## src/rtl/mem_pkg.sv

```systemverilog
// Shared types and constants for the memory request controller.
//   mem_req_t       : one queued request {we, addr, wdata}
//   state_t         : controller FSM states (ST_ERR exists only when the
//                     MEM_REQ_TIMEOUT_EN build macro is defined)
//   DATA_W, ADDR_W  : data / address widths
//   CYCLE_TO_FINISH : nominal memory latency, in strobe cycles
package mem_pkg;

    localparam int DATA_W          = 128;
    localparam int ADDR_W          = 32;
    localparam int CYCLE_TO_FINISH = 4;

    typedef struct packed {
        logic              we;
        logic [ADDR_W-1:0] addr;
        logic [DATA_W-1:0] wdata;
    } mem_req_t;

`ifdef MEM_REQ_TIMEOUT_EN
    typedef enum logic [1:0] {
        ST_IDLE = 2'd0,
        ST_BUSY = 2'd1,
        ST_ERR  = 2'd2
    } state_t;
`else
    typedef enum logic [1:0] {
        ST_IDLE = 2'd0,
        ST_BUSY = 2'd1
    } state_t;
`endif

endpackage

```

## src/rtl/mem_req_fifo.sv

```systemverilog
// Request queue for mem_req_ctrl.
// The queue holds DEPTH entries of mem_req_t. Its pointers are one bit wider
// than the index, which lets a full queue be told apart from an empty one.
// The storage array has no reset, so it can map onto RAM primitives.
// Ports:
//   clk, rst_n  : clock, asynchronous active-low reset (empties the queue)
//   push, din   : write one entry (the caller guarantees !full)
//   pop, dout   : dout always shows the head; pop advances it (the caller
//                 guarantees !empty)
//   full, empty : occupancy flags
module mem_req_fifo
    import mem_pkg::*;
#(
    parameter int DEPTH = 4
) (
    input  logic     clk,
    input  logic     rst_n,
    input  logic     push,
    input  mem_req_t din,
    input  logic     pop,
    output mem_req_t dout,
    output logic     full,
    output logic     empty
);

    localparam int AW = $clog2(DEPTH);

    logic [AW:0] wr_ptr_reg;
    logic [AW:0] rd_ptr_reg;
    mem_req_t    mem [DEPTH];

    always_ff @(posedge clk or negedge rst_n) begin
        if (!rst_n) begin
            wr_ptr_reg <= '0;
            rd_ptr_reg <= '0;
        end else begin
            if (push) begin
                wr_ptr_reg <= wr_ptr_reg + 1'b1;
            end
            if (pop) begin
                rd_ptr_reg <= rd_ptr_reg + 1'b1;
            end
        end
    end

    always_ff @(posedge clk) begin
        if (push) begin
            mem[wr_ptr_reg[AW-1:0]] <= din;
        end
    end

    assign dout  = mem[rd_ptr_reg[AW-1:0]];
    // The pointers wrap modulo 2*DEPTH, so the MSBs differ only after the
    // writer has lapped the reader.
    assign full  = (wr_ptr_reg[AW] != rd_ptr_reg[AW]) &&
                   (wr_ptr_reg[AW-1:0] == rd_ptr_reg[AW-1:0]);
    assign empty = (wr_ptr_reg == rd_ptr_reg);

endmodule

```

## src/rtl/mem_req_ctrl.sv

```systemverilog
// Memory request controller. Core requests are queued, then issued to
// memory one at a time through a registered issue stage. A one-cycle
// response is returned for each rdy_mem handshake, in request order.
// Build macro: MEM_REQ_TIMEOUT_EN adds a watchdog. If no rdy_mem arrives
// within TIMEOUT_CYCLES busy cycles, the controller enters ST_ERR, sets the
// sticky err_timeout flag, and stays there until reset.
// Ports:
//   clk, rst_n                          : clock, asynchronous active-low reset
//   req_valid/ready/we/addr/wdata       : core request handshake
//   resp_valid/we/rdata                 : one-cycle response (no backpressure)
//   we_mem/re_mem/addr_mem/data_mem_out : memory strobes, address, store data
//   rdy_mem, data_mem_in                : memory completion and load data
//   err_timeout                         : sticky watchdog flag (0 without macro)
module mem_req_ctrl
    import mem_pkg::*;
#(
    parameter int FIFO_DEPTH     = 4,
    parameter int TIMEOUT_CYCLES = 16
) (
    input  logic              clk,
    input  logic              rst_n,
    input  logic              req_valid,
    output logic              req_ready,
    input  logic              req_we,
    input  logic [ADDR_W-1:0] req_addr,
    input  logic [DATA_W-1:0] req_wdata,
    output logic              resp_valid,
    output logic              resp_we,
    output logic [DATA_W-1:0] resp_rdata,
    output logic              we_mem,
    output logic              re_mem,
    output logic [ADDR_W-1:0] addr_mem,
    output logic [DATA_W-1:0] data_mem_out,
    input  logic              rdy_mem,
    input  logic [DATA_W-1:0] data_mem_in,
    output logic              err_timeout
);

    state_t   state_reg;
    state_t   state_next;
    logic     alive_reg;
    logic     fifo_full;
    logic     fifo_empty;
    logic     push;
    logic     pop;
    logic     finish;
    logic     drop;
    mem_req_t fifo_din;
    mem_req_t fifo_dout;

    // alive_reg keeps req_ready low while reset is asserted. It goes high on
    // the first clock edge after reset is released.
`ifdef MEM_REQ_TIMEOUT_EN
    assign req_ready = alive_reg && !fifo_full && (state_reg != ST_ERR);
`else
    assign req_ready = alive_reg && !fifo_full;
`endif
    assign push     = req_valid && req_ready;
    assign fifo_din = '{we: req_we, addr: req_addr, wdata: req_wdata};

    mem_req_fifo #(
        .DEPTH (FIFO_DEPTH)
    ) u_fifo (
        .clk   (clk),
        .rst_n (rst_n),
        .push  (push),
        .din   (fifo_din),
        .pop   (pop),
        .dout  (fifo_dout),
        .full  (fifo_full),
        .empty (fifo_empty)
    );

`ifdef MEM_REQ_TIMEOUT_EN
    localparam int WD_W = $clog2(TIMEOUT_CYCLES + 1);

    logic [WD_W-1:0] wd_cnt_reg;
    logic            err_reg;
    logic            wd_expire;

    // Expires on the edge where the count would reach TIMEOUT_CYCLES.
    assign wd_expire = (state_reg == ST_BUSY) && !rdy_mem &&
                       (wd_cnt_reg == WD_W'(TIMEOUT_CYCLES - 1));

    always_ff @(posedge clk or negedge rst_n) begin
        if (!rst_n) begin
            wd_cnt_reg <= '0;
            err_reg    <= 1'b0;
        end else begin
            if (pop || rdy_mem) begin
                wd_cnt_reg <= '0;
            end else if (state_reg == ST_BUSY) begin
                wd_cnt_reg <= wd_cnt_reg + 1'b1;
            end
            if (wd_expire) begin
                err_reg <= 1'b1;
            end
        end
    end

    assign err_timeout = err_reg;
`else
    assign err_timeout = 1'b0;
`endif

    always_ff @(posedge clk or negedge rst_n) begin
        if (!rst_n) begin
            state_reg <= ST_IDLE;
        end else begin
            state_reg <= state_next;
        end
    end

    // pop   : move the FIFO head into the issue register
    // finish: the memory completed the current request on this edge
    // drop  : deassert both strobes
    always_comb begin
        state_next = state_reg;
        pop        = 1'b0;
        finish     = 1'b0;
        drop       = 1'b0;
        case (state_reg)
            ST_IDLE: begin
                if (!fifo_empty) begin
                    pop        = 1'b1;
                    state_next = ST_BUSY;
                end
            end
            ST_BUSY: begin
                if (rdy_mem) begin
                    finish = 1'b1;
                    if (!fifo_empty) begin
                        pop = 1'b1;
                    end else begin
                        drop       = 1'b1;
                        state_next = ST_IDLE;
                    end
                end
`ifdef MEM_REQ_TIMEOUT_EN
                else if (wd_expire) begin
                    drop       = 1'b1;
                    state_next = ST_ERR;
                end
`endif
            end
            default: begin
                state_next = state_reg;
            end
        endcase
    end

    // Issue register and response register.
    always_ff @(posedge clk or negedge rst_n) begin
        if (!rst_n) begin
            alive_reg    <= 1'b0;
            we_mem       <= 1'b0;
            re_mem       <= 1'b0;
            addr_mem     <= '0;
            data_mem_out <= '0;
            resp_valid   <= 1'b0;
            resp_we      <= 1'b0;
            resp_rdata   <= '0;
        end else begin
            alive_reg  <= 1'b1;
            resp_valid <= finish;
            if (finish) begin
                resp_we    <= we_mem;
                resp_rdata <= we_mem ? '0 : data_mem_in;
            end
            if (pop) begin
                we_mem       <= fifo_dout.we;
                re_mem       <= !fifo_dout.we;
                addr_mem     <= fifo_dout.addr;
                data_mem_out <= fifo_dout.wdata;
            end else if (drop) begin
                we_mem <= 1'b0;
                re_mem <= 1'b0;
            end
        end
    end

endmodule

```

## config.mk

```make
export PLATFORM = sky130hd
export DESIGN_NAME = mem_req_ctrl
export DESIGN_NICKNAME = d
export VERILOG_FILES = /design/src/rtl/mem_pkg.sv /design/src/rtl/mem_req_fifo.sv /design/src/rtl/mem_req_ctrl.sv
export SDC_FILE = /design/constraint.sdc
export NUM_CORES = 1
export LEC_CHECK = 0
export CAP_MARGIN = 25
export CORE_AREA = 2 2 257 259
export DETAILED_ROUTE_END_ITERATION = 12
export DIE_AREA = 0 0 259 261
export DONT_BUFFER_PORTS = 1
export PLACE_DENSITY = 0.76
export SYNTH_ARGS = -nofsm -noshare
export SYNTH_HDL_FRONTEND = slang
export SYNTH_SLANG_ARGS = --single-unit
```

## constraint.sdc

```tcl
create_clock -name clk -period 16.85 [get_ports clk]
set_input_delay 3.37 -clock clk [delete_from_list [all_inputs] [get_ports clk]]
set_output_delay 3.37 -clock clk [all_outputs]
set_load 0.005 [all_outputs]
```

* After elaboration in Yosys (flattened, before gate mapping)
Memories as Yosys holds them, arrays and structs flattened.
Cells that the tools add are included.
** Operators by class
- Add/subtract/negate cells :: 2
- $mul :: 0
- Div/mod/pow operators :: 0
- $lt $le $gt $ge :: 0
- Eq/ne operators :: 7
- Shift-type cells :: 0
- Multiplexer cells :: 18
- Bitwise logic cells :: 0
- Reduce and logical (&&, ||, !) cells :: 9
** Operators by type and width (count)
- $mux 128 :: 1
- $mux 1 :: 12
- $add 3x1->3 const B :: 2
- $mux 2 :: 3
- $ne 2x2->1 const B :: 3
- $pmux 2 s2 :: 1
- $reduce_and 4->1 :: 1
- $reduce_bool 2->1 :: 2
- $eq 3x3->1 :: 1
- $logic_and 1x1->1 :: 3
- $eq 2x1->1 const B :: 1
- $eq 2x2->1 :: 1
- $logic_not 1->1 :: 2
- $logic_not 2->1 :: 1
- $pmux 1 s2 :: 1
- $ne 1x1->1 :: 1
** Storage, ports and cells
- Register bits after elaboration :: 301
- Bits in latches :: 0
- RAM bits :: 644
- Memory bits (read-only) :: 0
- Bits of input ports :: 293
- Output and inout bits :: 294
- Logic and storage cells :: 48
- Memories :: 1
** Memory list
- u_fifo.mem :: depth 4, width 161, read ports 1, clocked after Yosys merged registers in 0, wr ports 1, line mem_req_fifo.sv:30 : mem_req_t mem [DEPTH];

* Longest topological paths before layout
- Depth after elaboration :: 7
- Gate-level depth with buffers :: 6
- Depth with buffers taken out :: 4

* Modules after synthesis
A second synthesis with hierarchy kept.
** Unflattened totals
- Cells, all modules :: 1788
- Area total of the unflattened synthesis :: 35370.2 um2
** Modules (own cells, without submodules)
- mem_req_fifo :: instances 1, cells an instance 871, area an instance 23546.3 um2, seq. area each 19488.7 um2
- mem_req_ctrl :: instances 1, cells an instance 917, area an instance 11823.8 um2, seq. area each 7357.1 um2

* Worst setup path before layout
No wires, ideal clock.
- Path kind :: input -> register
- From :: input req_valid
- To :: memory u_fifo.mem[3][0] (netlist bit) (enable)
- Library setup time :: 0.975 ns
- Arrival :: 15.618 ns
- Required time :: 15.875 ns
- Slack :: 0.257 ns
- Cell stages on the path :: 2
- Buffers on the path :: 0
- Cells stage by stage :: nand2_1 a311oi_1
** Between the ends
- Word-level cells in the longest chain between the ends :: 3
** Ends and longest elaborated chain
- start, declared :: line mem_req_ctrl.sv:22 : input logic req_valid,
- $logic_and 1x1->1 :: line mem_req_ctrl.sv:58 : assign push = req_valid && req_ready;
- $mux 1 :: line mem_req_fifo.sv:47 : if (push) begin
- $mux 1 (not written as such) :: line mem_req_fifo.sv:48 : mem[wr_ptr_reg[AW-1:0]] <= din;
- end, declared :: line mem_req_fifo.sv:30
No other way between the ends.

* Worst setup path after layout
- From :: register u_fifo.rd_ptr_reg[1]
- To :: output req_ready
** Between the ends
- Word-level cells in the longest chain between the ends :: 4
** Ends and longest elaborated chain
- start, declared :: line mem_req_fifo.sv:29 : logic [AW:0] rd_ptr_reg;
- start signal, assigned :: line mem_req_fifo.sv:41 : rd_ptr_reg <= rd_ptr_reg + 1'b1;
- $eq 2x2->1 :: line mem_req_fifo.sv:56 : (wr_ptr_reg[AW-1:0] == rd_ptr_reg[AW-1:0]);
- $logic_and 1x1->1 :: line mem_req_fifo.sv:55 : assign full = (wr_ptr_reg[AW] != rd_ptr_reg[AW]) &&
- $logic_not 1->1 :: line mem_req_ctrl.sv:56 : assign req_ready = alive_reg && !fifo_full;
- $logic_and 1x1->1 :: line mem_req_ctrl.sv:56
- end, declared :: line mem_req_ctrl.sv:23 : output logic req_ready,
No other way between the ends.

==> out/qor.csv <==
metric,value,unit
outcome,"finished, final reports clean",
CTS tree,yes,
number of setup buffers added after CTS,0,
first-pass GRT wire length,113000,um
YS warnings,0,
FF-to-FF path depth,5,
IO Count,587,
vias per inst,5.95,
"commonest non-fill, non-tap cells in the layout","edfxtp_1, dfrtp_1, mux4_2, nand2b_1, nand2_1",
GRT Overall Usage,23.0,%
WP data arrival,2.71,ns
number of library cell types mapped by synthesis,31,
Final Hold Viols,0,
WP buf/inv,0,
Routed Antenna Nets,0,
Yosys reg bits,944,
Final TNS setup,0,ns
hold depth,2,
worst-path maximum fanout,60,
"Largest stage delay, worst path",1.03,ns
share of layout cells above drive strength 1,26.4,%
pin count of the biggest net entering global routing,301,
final setup fails,0,
DP HPWL,48500,um
vias in the first global route,16991,
Crit Path Class,reg2out,
Congestion Overflow GR,0,
Multi-input gate area,8060,um^2
clock slew at reported path FFs,0.06,ns
Starting Density,54.4,%
DR iter-0 viols,1317,
final slew viol count,0,
Worst setup EP type,output port,
Largest register FFs,644,
CORE AREA,65000,um^2
pwr/cell area,190,nW/um^2
leakage,14.0,nW
detailed-route via count,16425,
post_cts resized,0,
Final Cycle Share,36.1,%
post-route insts no fill,2759,
worst min path class,reg2reg,
fillers,4438,
crit path time final,6.08,ns
synthesized instance count,1795,
placed cell count,2583,
clk sinks,944,
clock buffer depth,3,
Die W,259,um
Crit path depth,2,
hold-fix buffers at CTS,0,
cell row count,94,
Max Fclk,164,MHz
Setup crit start kind,flop,
RSZ-0062 raised after global routing,false,
Syn Nets,2093,
CTS root buf,clkbuf_16,
port bufs,0,
Final #Nets,2112,
"Req. time, crit path",13.48,ns
Initial DRT Pass Iterations,5,
Worst-Skew Late Latency,0.64,ns
die area,67600,um^2
"commonest non-fill, non-tap cell in the layout",edfxtp_1,
DIE HEIGHT,261,um
skew final,0.0208,ns
average wire per standard cell,28.7,um
"Cell Area, Placed",36200,um^2
Peak VDD IR,0.134,mV
Max H-tree Level,3,
Layout area overhead,11.2,%
drt total wl,79200,um
DRC errors left,0,
critical path's top delay family,flip-flops,
Storage cell area,26900,um^2
initial antenna violation count,2,
Slew headroom,26.3,%
design area,39400,um^2
mapped cell area,35400,um^2
actual slew at the worst max-slew pin,1.11,ns
"Seq/Total Area, Yosys",75.8,%
Mapped Avg Cell Area,19.7,um^2
RD Place Congestion,0.856,
CTS buffer count,92,
cell chain of the critical path,xor2_1 > o31a_1,
Max-Cap Viols,0,
slowest library cell on the worst path,dfrtp_4,
## worst paths after layout
| path | start | endpoint | slack [ns] |
|---|---|---|---|
| max | u_fifo.rd_ptr_reg[1] | req_ready | 10.77 |
| min | resp_rdata[11] | resp_rdata[11] | 0.51 |
| max reg2reg | u_fifo.rd_ptr_reg[1] | u_fifo.mem[3][136] | 12.08 |
| min reg2reg | resp_rdata[11] | resp_rdata[11] | 0.51 |
| max in group asynchronous | rst_n | resp_rdata[7] | 13.63 |
| min in group asynchronous | rst_n | data_mem_out[104] | 2.45 |
## cell usage after synthesis, drive strengths merged
cell      n  area, um^2
clkbuf   50         188
nand2b  131         820
mux2    163        2140
conb      2        7.51
buf      47         335
nand3b    2        15.0
a211o     1        8.76
xor2      5        51.3
nand2   130         488
xnor2     5        43.8
ha        5        62.6
o41ai     2        17.5
o31a      2        17.5
or3       1        6.26
o311a     1        10.0
o21ai   128         641
a311oi    3        26.3
and2      3        18.8
a31oi     2        12.5
dfrtp   300        7510
nand4     1        6.26
edfxtp  644       19300
mux4    161        3630
inv       5        18.8
o311ai    1        8.76
## power by group
part | internal [mW] | leakage (nW) | switching [mW]
logic | 0.964 | 3.00 | 0.805
clock network | 1.25 | 1.54 | 0.871
registers | 3.06 | 9.49 | 0.548
total | 5.27 | 14.0 | 2.22
## cell type report
type                    instances  share of cell area (%)
diodes                          2                  0.0127
clock buffers                 131                    6.65
multi-input cells             749                    20.5
well taps                     864                    2.74
clock inverters                42                    1.39
inverters                       5                  0.0476
repair buffers                 22                   0.521
flip-flops and latches        944                    68.2
## per-stage QoR
step | worst slack (ns) | power (mW) | utilization [%] | hold slack (ns)
final | 10.77 | 7.50 | 60.6 | 0.506
after global routing | 10.61 | 7.81 | 60.6 | 0.541
after CTS | 10.67 | 7.58 | 60.5 | 0.514
after detailed placement | 10.28 | 5.43 | 55.6 | 0.500
after global placement | 10.24 | 5.33 | 55.6 | 0.495
after floorplan | 0.257 | 4.91 | - | 0.473
## per-layer routing
layer  GRT usage, %  share of wire, %  wire length [um]
met5              0                 0                 0
met4           12.3               5.4              4260
met3           8.23               9.4              7450
met2           38.2                51             40200
met1           26.3                34             27300
## cell families after synthesis
group                    share of synthesized area, %
flip-flops                                       75.8
multiplexers                                     16.3
AND/OR/NAND/NOR                                  3.82
AO/OA/AOI/OAI                                    2.10
buffers and inverters                            1.53
XOR/XNOR                                        0.269
adder cells (fa/ha/maj)                         0.177
other                                          0.0212
## tightest hold or removal path: cells and delay by family, from the launching register on
family / cells / cell delay (ns)
flip-flops: 1 / 0.36
AND/OR/NAND/NOR: 1 / 0.05
AO/OA/AOI/OAI: 1 / 0.06
No activity file was read; power rests on OpenSTA's default activity.
